`src/rtl/rv32_load_store_unit.sv`:
```
// RV32I load/store unit: sub-word lanes, sign/zero extension and a bus-beat timeout.
// Optional LSU_MISALIGNED_SPLIT_EN runs misaligned accesses as two word beats instead of erroring.
module rv32_load_store_unit #(
  parameter int ADDR_W         = 32,
  parameter int TIMEOUT_CYCLES = 16
) (
  input  logic              clk_i,
  input  logic              rst_i,
  input  logic              ena_i,
  input  logic              req_valid_i,
  output logic              req_ready_o,
  input  logic              req_we_i,
  input  logic [2:0]        req_funct3_i,
  input  logic [ADDR_W-1:0] req_addr_i,
  input  logic [31:0]       req_wdata_i,
  output logic              rsp_valid_o,
  output logic [31:0]       rsp_rdata_o,
  output logic              rsp_error_o,
  output logic              bus_req_o,
  output logic [ADDR_W-1:0] bus_addr_o,
  output logic              bus_wr_ena_o,
  output logic [3:0]        bus_byte_ena_o,
  output logic [31:0]       bus_wr_data_o,
  input  logic [31:0]       bus_rd_data_i,
  input  logic              bus_ack_i
);

  // state   | meaning
  // S_IDLE  | ready for a request
  // S_BEAT0 | bus beat at the word-aligned base address
  // S_BEAT1 | second beat at base+4 (split misaligned access only)
  // S_RESP  | one-cycle response pulse
  typedef enum logic [1:0] {S_IDLE, S_BEAT0, S_BEAT1, S_RESP} state_t;

`ifdef LSU_MISALIGNED_SPLIT_EN
  localparam bit SPLIT_EN = 1'b1;
`else
  localparam bit SPLIT_EN = 1'b0;
`endif

  localparam int CNT_W = (TIMEOUT_CYCLES > 0) ? $clog2(TIMEOUT_CYCLES + 1) : 1;

  state_t            state_q, state_d;
  logic [ADDR_W-1:0] addr_q, addr_d;
  logic [2:0]        funct3_q, funct3_d;
  logic              we_q, we_d;
  logic [31:0]       wdata_q, wdata_d;
  logic              split_q, split_d;
  logic              err_q, err_d;
  logic [31:0]       rd0_q, rd0_d;
  logic [31:0]       rd1_q, rd1_d;
  logic [CNT_W-1:0]  cnt_q, cnt_d;

  logic              req_legal, req_misaligned;
  logic [1:0]        ofs;
  logic [4:0]        sh_amt;
  logic [5:0]        sh_inv;
  logic [3:0]        size_mask;
  logic [7:0]        be_wide;
  logic [ADDR_W-1:0] base;
  logic              in_beat1;
  logic [31:0]       rd_merged, rd_ext;

  always_comb begin
    if (req_we_i)
      req_legal = req_funct3_i inside {3'b000, 3'b001, 3'b010};
    else
      req_legal = req_funct3_i inside {3'b000, 3'b001, 3'b010, 3'b100, 3'b101};
    req_misaligned = ((req_funct3_i[1:0] == 2'b01) && (req_addr_i[1:0] == 2'b11)) ||
                     ((req_funct3_i[1:0] == 2'b10) && (req_addr_i[1:0] != 2'b00));
  end

  // Lane geometry from the latched request; beat 1 holds whatever overflowed past lane 3.
  assign ofs      = addr_q[1:0];
  assign sh_amt   = {ofs, 3'b000};
  assign sh_inv   = 6'd32 - {1'b0, sh_amt};
  assign base     = {addr_q[ADDR_W-1:2], 2'b00};
  assign in_beat1 = (state_q == S_BEAT1);

  always_comb begin
    case (funct3_q[1:0])
      2'b00:   size_mask = 4'b0001;
      2'b01:   size_mask = 4'b0011;
      default: size_mask = 4'b1111;
    endcase
  end

  assign be_wide   = {4'b0000, size_mask} << ofs;
  assign rd_merged = (rd0_q >> sh_amt) | ((ofs == 2'b00) ? 32'h0 : (rd1_q << sh_inv));

  always_comb begin
    case (funct3_q[1:0])
      2'b00:   rd_ext = {{24{~funct3_q[2] & rd_merged[7]}}, rd_merged[7:0]};
      2'b01:   rd_ext = {{16{~funct3_q[2] & rd_merged[15]}}, rd_merged[15:0]};
      default: rd_ext = rd_merged;
    endcase
  end

  assign req_ready_o    = ena_i && (state_q == S_IDLE);
  assign bus_req_o      = (state_q == S_BEAT0) || in_beat1;
  assign bus_addr_o     = in_beat1 ? (base + ADDR_W'(4)) : base;
  assign bus_wr_ena_o   = bus_req_o && we_q;
  assign bus_byte_ena_o = !bus_req_o ? 4'b0000 : (in_beat1 ? be_wide[7:4] : be_wide[3:0]);
  assign bus_wr_data_o  = in_beat1 ? ((ofs == 2'b00) ? 32'h0 : (wdata_q >> sh_inv))
                                   : (wdata_q << sh_amt);
  assign rsp_valid_o    = (state_q == S_RESP);
  assign rsp_error_o    = rsp_valid_o && err_q;
  assign rsp_rdata_o    = (rsp_valid_o && !err_q && !we_q) ? rd_ext : 32'h0;

  always_comb begin
    state_d  = state_q;
    addr_d   = addr_q;
    funct3_d = funct3_q;
    we_d     = we_q;
    wdata_d  = wdata_q;
    split_d  = split_q;
    err_d    = err_q;
    rd0_d    = rd0_q;
    rd1_d    = rd1_q;
    cnt_d    = cnt_q;
    if (ena_i) begin
      case (state_q)
        S_IDLE: begin
          if (req_valid_i) begin
            addr_d   = req_addr_i;
            funct3_d = req_funct3_i;
            we_d     = req_we_i;
            wdata_d  = req_wdata_i;
            err_d    = !req_legal || (req_misaligned && !SPLIT_EN);
            split_d  = req_misaligned && SPLIT_EN;
            rd0_d    = 32'h0;
            rd1_d    = 32'h0;
            cnt_d    = '0;
            state_d  = (!req_legal || (req_misaligned && !SPLIT_EN)) ? S_RESP : S_BEAT0;
          end
        end
        S_BEAT0, S_BEAT1: begin
          if (bus_ack_i) begin
            if (!we_q) begin
              if (in_beat1) rd1_d = bus_rd_data_i;
              else          rd0_d = bus_rd_data_i;
            end
            cnt_d   = '0;
            state_d = (!in_beat1 && split_q) ? S_BEAT1 : S_RESP;
          end else begin
            cnt_d = cnt_q + CNT_W'(1);
            // An ack on the final allowed cycle is taken by the branch above, so it wins.
            if ((TIMEOUT_CYCLES != 0) && (cnt_q == CNT_W'(TIMEOUT_CYCLES - 1))) begin
              err_d   = 1'b1;
              state_d = S_RESP;
            end
          end
        end
        S_RESP:  state_d = S_IDLE;
        default: state_d = S_IDLE;
      endcase
    end
  end

  always_ff @(posedge clk_i or negedge rst_i) begin
    if (!rst_i) begin
      state_q  <= S_IDLE;
      addr_q   <= '0;
      funct3_q <= 3'b000;
      we_q     <= 1'b0;
      wdata_q  <= 32'h0;
      split_q  <= 1'b0;
      err_q    <= 1'b0;
      rd0_q    <= 32'h0;
      rd1_q    <= 32'h0;
      cnt_q    <= '0;
    end else begin
      state_q  <= state_d;
      addr_q   <= addr_d;
      funct3_q <= funct3_d;
      we_q     <= we_d;
      wdata_q  <= wdata_d;
      split_q  <= split_d;
      err_q    <= err_d;
      rd0_q    <= rd0_d;
      rd1_q    <= rd1_d;
      cnt_q    <= cnt_d;
    end
  end

endmodule

```
`config.mk`:
```
export PLATFORM = sky130hd
export DESIGN_NAME = rv32_load_store_unit
export DESIGN_NICKNAME = d
export VERILOG_FILES = /design/src/rtl/rv32_load_store_unit.sv
export SDC_FILE = /design/constraint.sdc
export NUM_CORES = 1
export LEC_CHECK = 0
export BUFFER_PORTS_ARGS = -buffer_cell sky130_fd_sc_hd__buf_2
export CORE_ASPECT_RATIO = 1.25
export CORE_MARGIN = 10
export CORE_UTILIZATION = 59
export DETAILED_ROUTE_END_ITERATION = 10
export PLACE_DENSITY = 0.86
export SETUP_SLACK_MARGIN = 0.15
export SLEW_MARGIN = 25
export SYNTH_ARGS = -nofsm -noshare
export SYNTH_HDL_FRONTEND = slang
export SYNTH_SLANG_ARGS = --single-unit
```
`constraint.sdc`:
```
create_clock -name clk_i -period 4.74 [get_ports clk_i]
set_clock_uncertainty 0.15 [all_clocks]
set_input_delay 0.237 -clock clk_i [delete_from_list [all_inputs] [get_ports clk_i]]
set_output_delay 0.237 -clock clk_i [all_outputs]
set_load 0.01 [all_outputs]
```
# ---- Word-level counts from Yosys, hierarchy flattened
# Cells that the tools add are included.
dict set report op_classes {
  mux 31
  n_shift 5
  eq_ne 20
  addsub 3
  n_reduce_logical 28
  bitwise 4
}
# op count
set op_table {}
lappend op_table {{$mux 32} 12}
lappend op_table {{$pmux 32 s2} 3}
lappend op_table {{$add 32x3->32 const B} 1}
lappend op_table {{$or 32x32->32} 1}
lappend op_table {{$shl 32x5->32} 1}
lappend op_table {{$shl 32x6->32} 1}
lappend op_table {{$shr 32x5->32} 1}
lappend op_table {{$shr 32x6->32} 1}
lappend op_table {{$ne 2x2->1 const B} 7}
lappend op_table {{$reduce_and 6->1} 2}
lappend op_table {{$mux 5} 2}
lappend op_table {{$pmux 5 s2} 1}
lappend op_table {{$reduce_and 3->1} 3}
lappend op_table {{$eq 2x2->1 const B} 4}
lappend op_table {{$mux 2} 4}
lappend op_table {{$mux 4} 2}
lappend op_table {{$pmux 4 s2} 1}
lappend op_table {{$shl 4x2->8} 1}
lappend op_table {{$logic_and 1x1->1} 7}
lappend op_table {{$eq 2x1->1 const B} 3}
lappend op_table {{$eq 3x3->1 const B} 2}
lappend op_table {{$logic_not 2->1} 3}
lappend op_table {{$pmux 2 s3} 1}
lappend op_table {{$sub 6x5->6 const A} 1}
lappend op_table {{17 further kinds} 26}
dict set report word_totals {
  wordCells 100
  out_inout_bits 105
  regBits 140
  in_bits 105
}

# ---- Logic depth before layout (Yosys ltp)
dict set report depth {
  ltp_word 8
  ltp_mapped 12
  ltp_nobuf 6
}

# ---- Worst setup path after synthesis
# Ideal clock, no wire load.
dict set report synth_path {
  kind {register to output}
  from {reg addr_q[0]}
  to {out rsp_rdata_o[4]}
  t_required_ps 4353
  path_stages_with_launch 11
  arrival_time_ps 2720
  slack_ps 1633
  cell_sequence {dfrtp_1 buf_4 inv_1 clkbuf_1 buf_1 ha_1 buf_2 nor2_1 buf_2 a211oi_1 a211oi_1}
}
dict set report synth_via {
  elab_chain_cells 6
  word_cells_on_any_way 8
  classes_between {add/sub (1); shift (2); mux (3); bitwise (1); reduce/logical (1)}
}
# item line_no
set synth_rtl {}
lappend synth_rtl {{start, declared} 44} ;# logic [ADDR_W-1:0] addr_q, addr_d;
lappend synth_rtl {{start signal, assigned} 174} ;# addr_q <= addr_d;
lappend synth_rtl {{$sub 6x5->6} 76} ;# assign sh_inv = 6'd32 - {1'b0, sh_amt};
lappend synth_rtl {{$shl 32x6->32} 89} ;# assign rd_merged = (rd0_q >> sh_amt) | ((ofs == 2'b00) ? 32'h0 : (rd1_q << sh_inv));
lappend synth_rtl {{$mux 32} 89}
lappend synth_rtl {{$or 32x32->32 (*)} 89}
lappend synth_rtl {{$pmux 32 s2 (*)} 92} ;# case (funct3_q[1:0])
lappend synth_rtl {{$mux 32 (*)} 108} ;# assign rsp_rdata_o = (rsp_valid_o && !err_q && !we_q) ? rd_ext : 32'h0;
lappend synth_rtl {{end, declared} 17} ;# output logic [31:0] rsp_rdata_o,
# Mark *: on every way between the ends. The rest lies on a longest branch, timed or not.

# ---- Worst setup path after layout
dict set report layout_path {
  from {reg addr_q[1]}
  to {out rsp_rdata_o[26]}
}
dict set report layout_via {
  elab_chain_cells 7
  word_cells_on_any_way 10
  classes_between {add/sub (1); shift (2); mux (3); bitwise (3); reduce/logical (1)}
}
# item line_no
set layout_rtl {}
lappend layout_rtl {{$sub 6x5->6} 76}
lappend layout_rtl {{$shl 32x6->32} 89}
lappend layout_rtl {{$mux 32} 89}
lappend layout_rtl {{$or 32x32->32 (*)} 89}
lappend layout_rtl {{$and 1x1->1 (on tied branches)} {94, 93}}
lappend layout_rtl {{$pmux 32 s2 (*)} 92}
lappend layout_rtl {{$mux 32 (*)} 108}
# Marked as above.

==> results.toml <==
[yosys]
synth_area_per_cell_sq_um = 9.54
synthArstFlopShare = 1.00
yosysUniqueCellTypes = 55
ys_seq_area_frac = 0.414
synth-seq-cells = 140
ys.flop_type = "dfrtp_1"
syn_area_sq_um = 8470
synth_edf_count = 0
syn_inst = 888
ys_warn_count = 0

[power_and_ir_drop]
total_power_uw = 8160
p_leak_uw = 0.00519
ir_drop_mv = 0.480
power_per_cell_area_nw_per_um2 = 733

[final_layout]
nNetsFinal = 1272
drive_gt1_frac = 0.307
regArea_sq_um = 3510
final_common_cell = "buf_2"
multi_input_area_sq_um = 4620
nFillCells = 817
fin_cells = 1348
final_core_util = 0.800
areaGrowthSynthToFinish_pct = 31.6
layout_common_cells = "buf_2, dfrtp_1, nand2_1"

[cts]
numCtsBuffers = 17
cts.clk_slew.worst_paths_ns = 0.06
root_buffer = "clkbuf_16"
worst_skew_pair.late_latency_ns = 0.43
cts_sinks = 140
ctsResizeCount = 0
cts_buffer_depth = 2
ctsHtreeMaxLevel = 4
tritoncts = "built"

[die]
core_sq_um = 13900
start_util = 0.608
fp.dieW_um = 127
die_h_um = 154
ios = 210
row_count = 48
design.die.area_sq_um = 19600

[global_route]
grt_use_total = 0.323
first_global_vias = 9004
grt_first_pass_wirelength_um = 50500
grt_max_degree = 96
antenna_found_initial = 2
grt_overflow = 0

[setup_path]
cp.arrival_ns = 3.90
worst_path_largest_cell_delay_ns = 1.00
crit_path_max_fanout = 18
cp-end-kind = "output pin"
required_ns = 4.35
cp-start-kind = "flop"
cp_cell_sequence = "inv_1, ha_1, or2_2, o221ai_1, o311ai_4, nor2_1, buf_2"
critical_path_class = "flop to output pin"
cp_top_family = "compound AO/OA/AOI/OAI gates"
path_buf_inv = 2
crit_slowest_cell = "ha_1"

[timing]
setup_violations = 0
rsz0062_at_grt = "no"
hold_viol = 0
period_needed_ns = 4.28
hold_ws_ns = 0.00793
period_share = 0.903
slew_headroom = 0.282
finalSetupTns_ns = 0
tightest_slew_ns = 1.08
drv_slew = 0
fmax_mhz = 234

[detailed_routing]
antenna_left = 0
viasPerCell = 6.60
avgRoutedWirePerCell_um = 24.3
drt-initial-drc-count = 1475
drc_errors = 0
num_vias = 8892
first_pass_iters = 6
wl_um = 32700

[worst_hold_path]
hold_path.class = "input pin to flop"

[job]
drv_cap = 0

[placed_design]
dpl.hpwl_um = 19000
dp.cells = 1216
io_buffers = 207
globalplace.congestion = 0.882

[outcome]
run_status = "completed"
-- cells in the mapped netlist (3+ instances only) --
master	count	share of area
a32oi_1	7	0.0072
a211oi_1	9	0.0080
nor2_1	70	0.031
nand2_1	125	0.055
dfrtp_1	140	0.41
clkbuf_1	34	0.015
and3_1	6	0.0044
o21ai_0	85	0.050
a22o_1	5	0.0052
a22oi_1	9	0.0080
ha_1	9	0.013
xor2_1	5	0.0052
a221oi_1	15	0.016
or2_2	4	0.0030
a221o_1	17	0.020
nand4_1	12	0.0089
a21oi_1	38	0.022
o2bb2ai_1	14	0.014
mux2_2	93	0.12
xnor2_1	24	0.025
buf_4	4	0.0035
buf_1	10	0.0044
nand3_1	17	0.010
nand3b_1	3	0.0027
a2111oi_0	8	0.0083
nor2b_1	5	0.0037
a31oi_1	3	0.0022
buf_2	16	0.0095
inv_1	12	0.0053
and2_1	6	0.0044
mux2i_1	46	0.054
nand2b_1	5	0.0037
-- stage by stage --
step,worst slack (ns),instance area (sq um)
final,0.458,11100
after global routing,0.412,11100
after CTS,0.529,11100
after detailed placement,1.03,9520
after global placement,1.09,9520
after floorplan,1.63,8470
-- registers in the layout, indices dropped and copies added (netlist names) --
signal / flops
err_q: 1
rd1_q: 32
state_q: 2
funct3_q: 3
we_q: 1
cnt_q: 5
addr_q: 32
wdata_q: 32
rd0_q: 32
-- logic make-up after synthesis --
logic type,Yosys count,share of synthesized area
adder cells (fa/ha/maj),9,0.0133
other,1,0.000443
buffers and inverters,80,0.0428
flip-flops,140,0.414
XOR/XNOR,29,0.0300
multiplexers,140,0.181
AO/OA/AOI/OAI,226,0.179
AND/OR/NAND/NOR,263,0.140
-- area by class of cell --
cell class              count  share of cell area
clock buffers              19              0.0407
inverters                  12             0.00404
flip-flops and latches    140               0.315
well taps                 175              0.0197
clock inverters            12              0.0152
repair buffers            318               0.190
diodes                      3            0.000674
multi-input cells         669               0.415
-- tightest hold or removal path: cells and delay by family --
| kind | cells | cell delay [ns] |
|---|---|---|
| AO/OA/AOI/OAI | 1 | 0.07 |
| AND/OR/NAND/NOR | 2 | 0.14 |
| buffers and inverters | 1 | 0.09 |
-- power by group --
group	internal (uW)	switching (uW)
clock	902	541
sequential	1710	671
combinational	1720	2620
-- timing repair --
item                                   in CTS  in global routing
endpoints found under the hold margin     214                  0
buffers inserted                            0                  0
hold buffers                               98                  0
-- final timing paths --
kind,from,to,slack [ns],depth (start not counted)
worst max-delay path,addr_q[1],rsp_rdata_o[26],0.46,7
worst min-delay path,bus_ack_i,cnt_q[0],0.008,4
worst max register to register,state_q[0],rd1_q[10],2.03,7
worst min register to register,rd0_q[2],rd0_q[2],0.34,2
max in group asynchronous,rst_i,wdata_q[16],3.00,3
min in group asynchronous,rst_i,wdata_q[4],0.33,2
-- per-layer routing --
metal  up-vias  wire length [um]  GRT usage
li1       3760                 -          -
met1      4171             11200      0.353
met2       763             16100      0.548
met3       198              3300     0.0836
met4         0              2180      0.197
met5         -                 0          0
(Power assumes the default switching activity.)
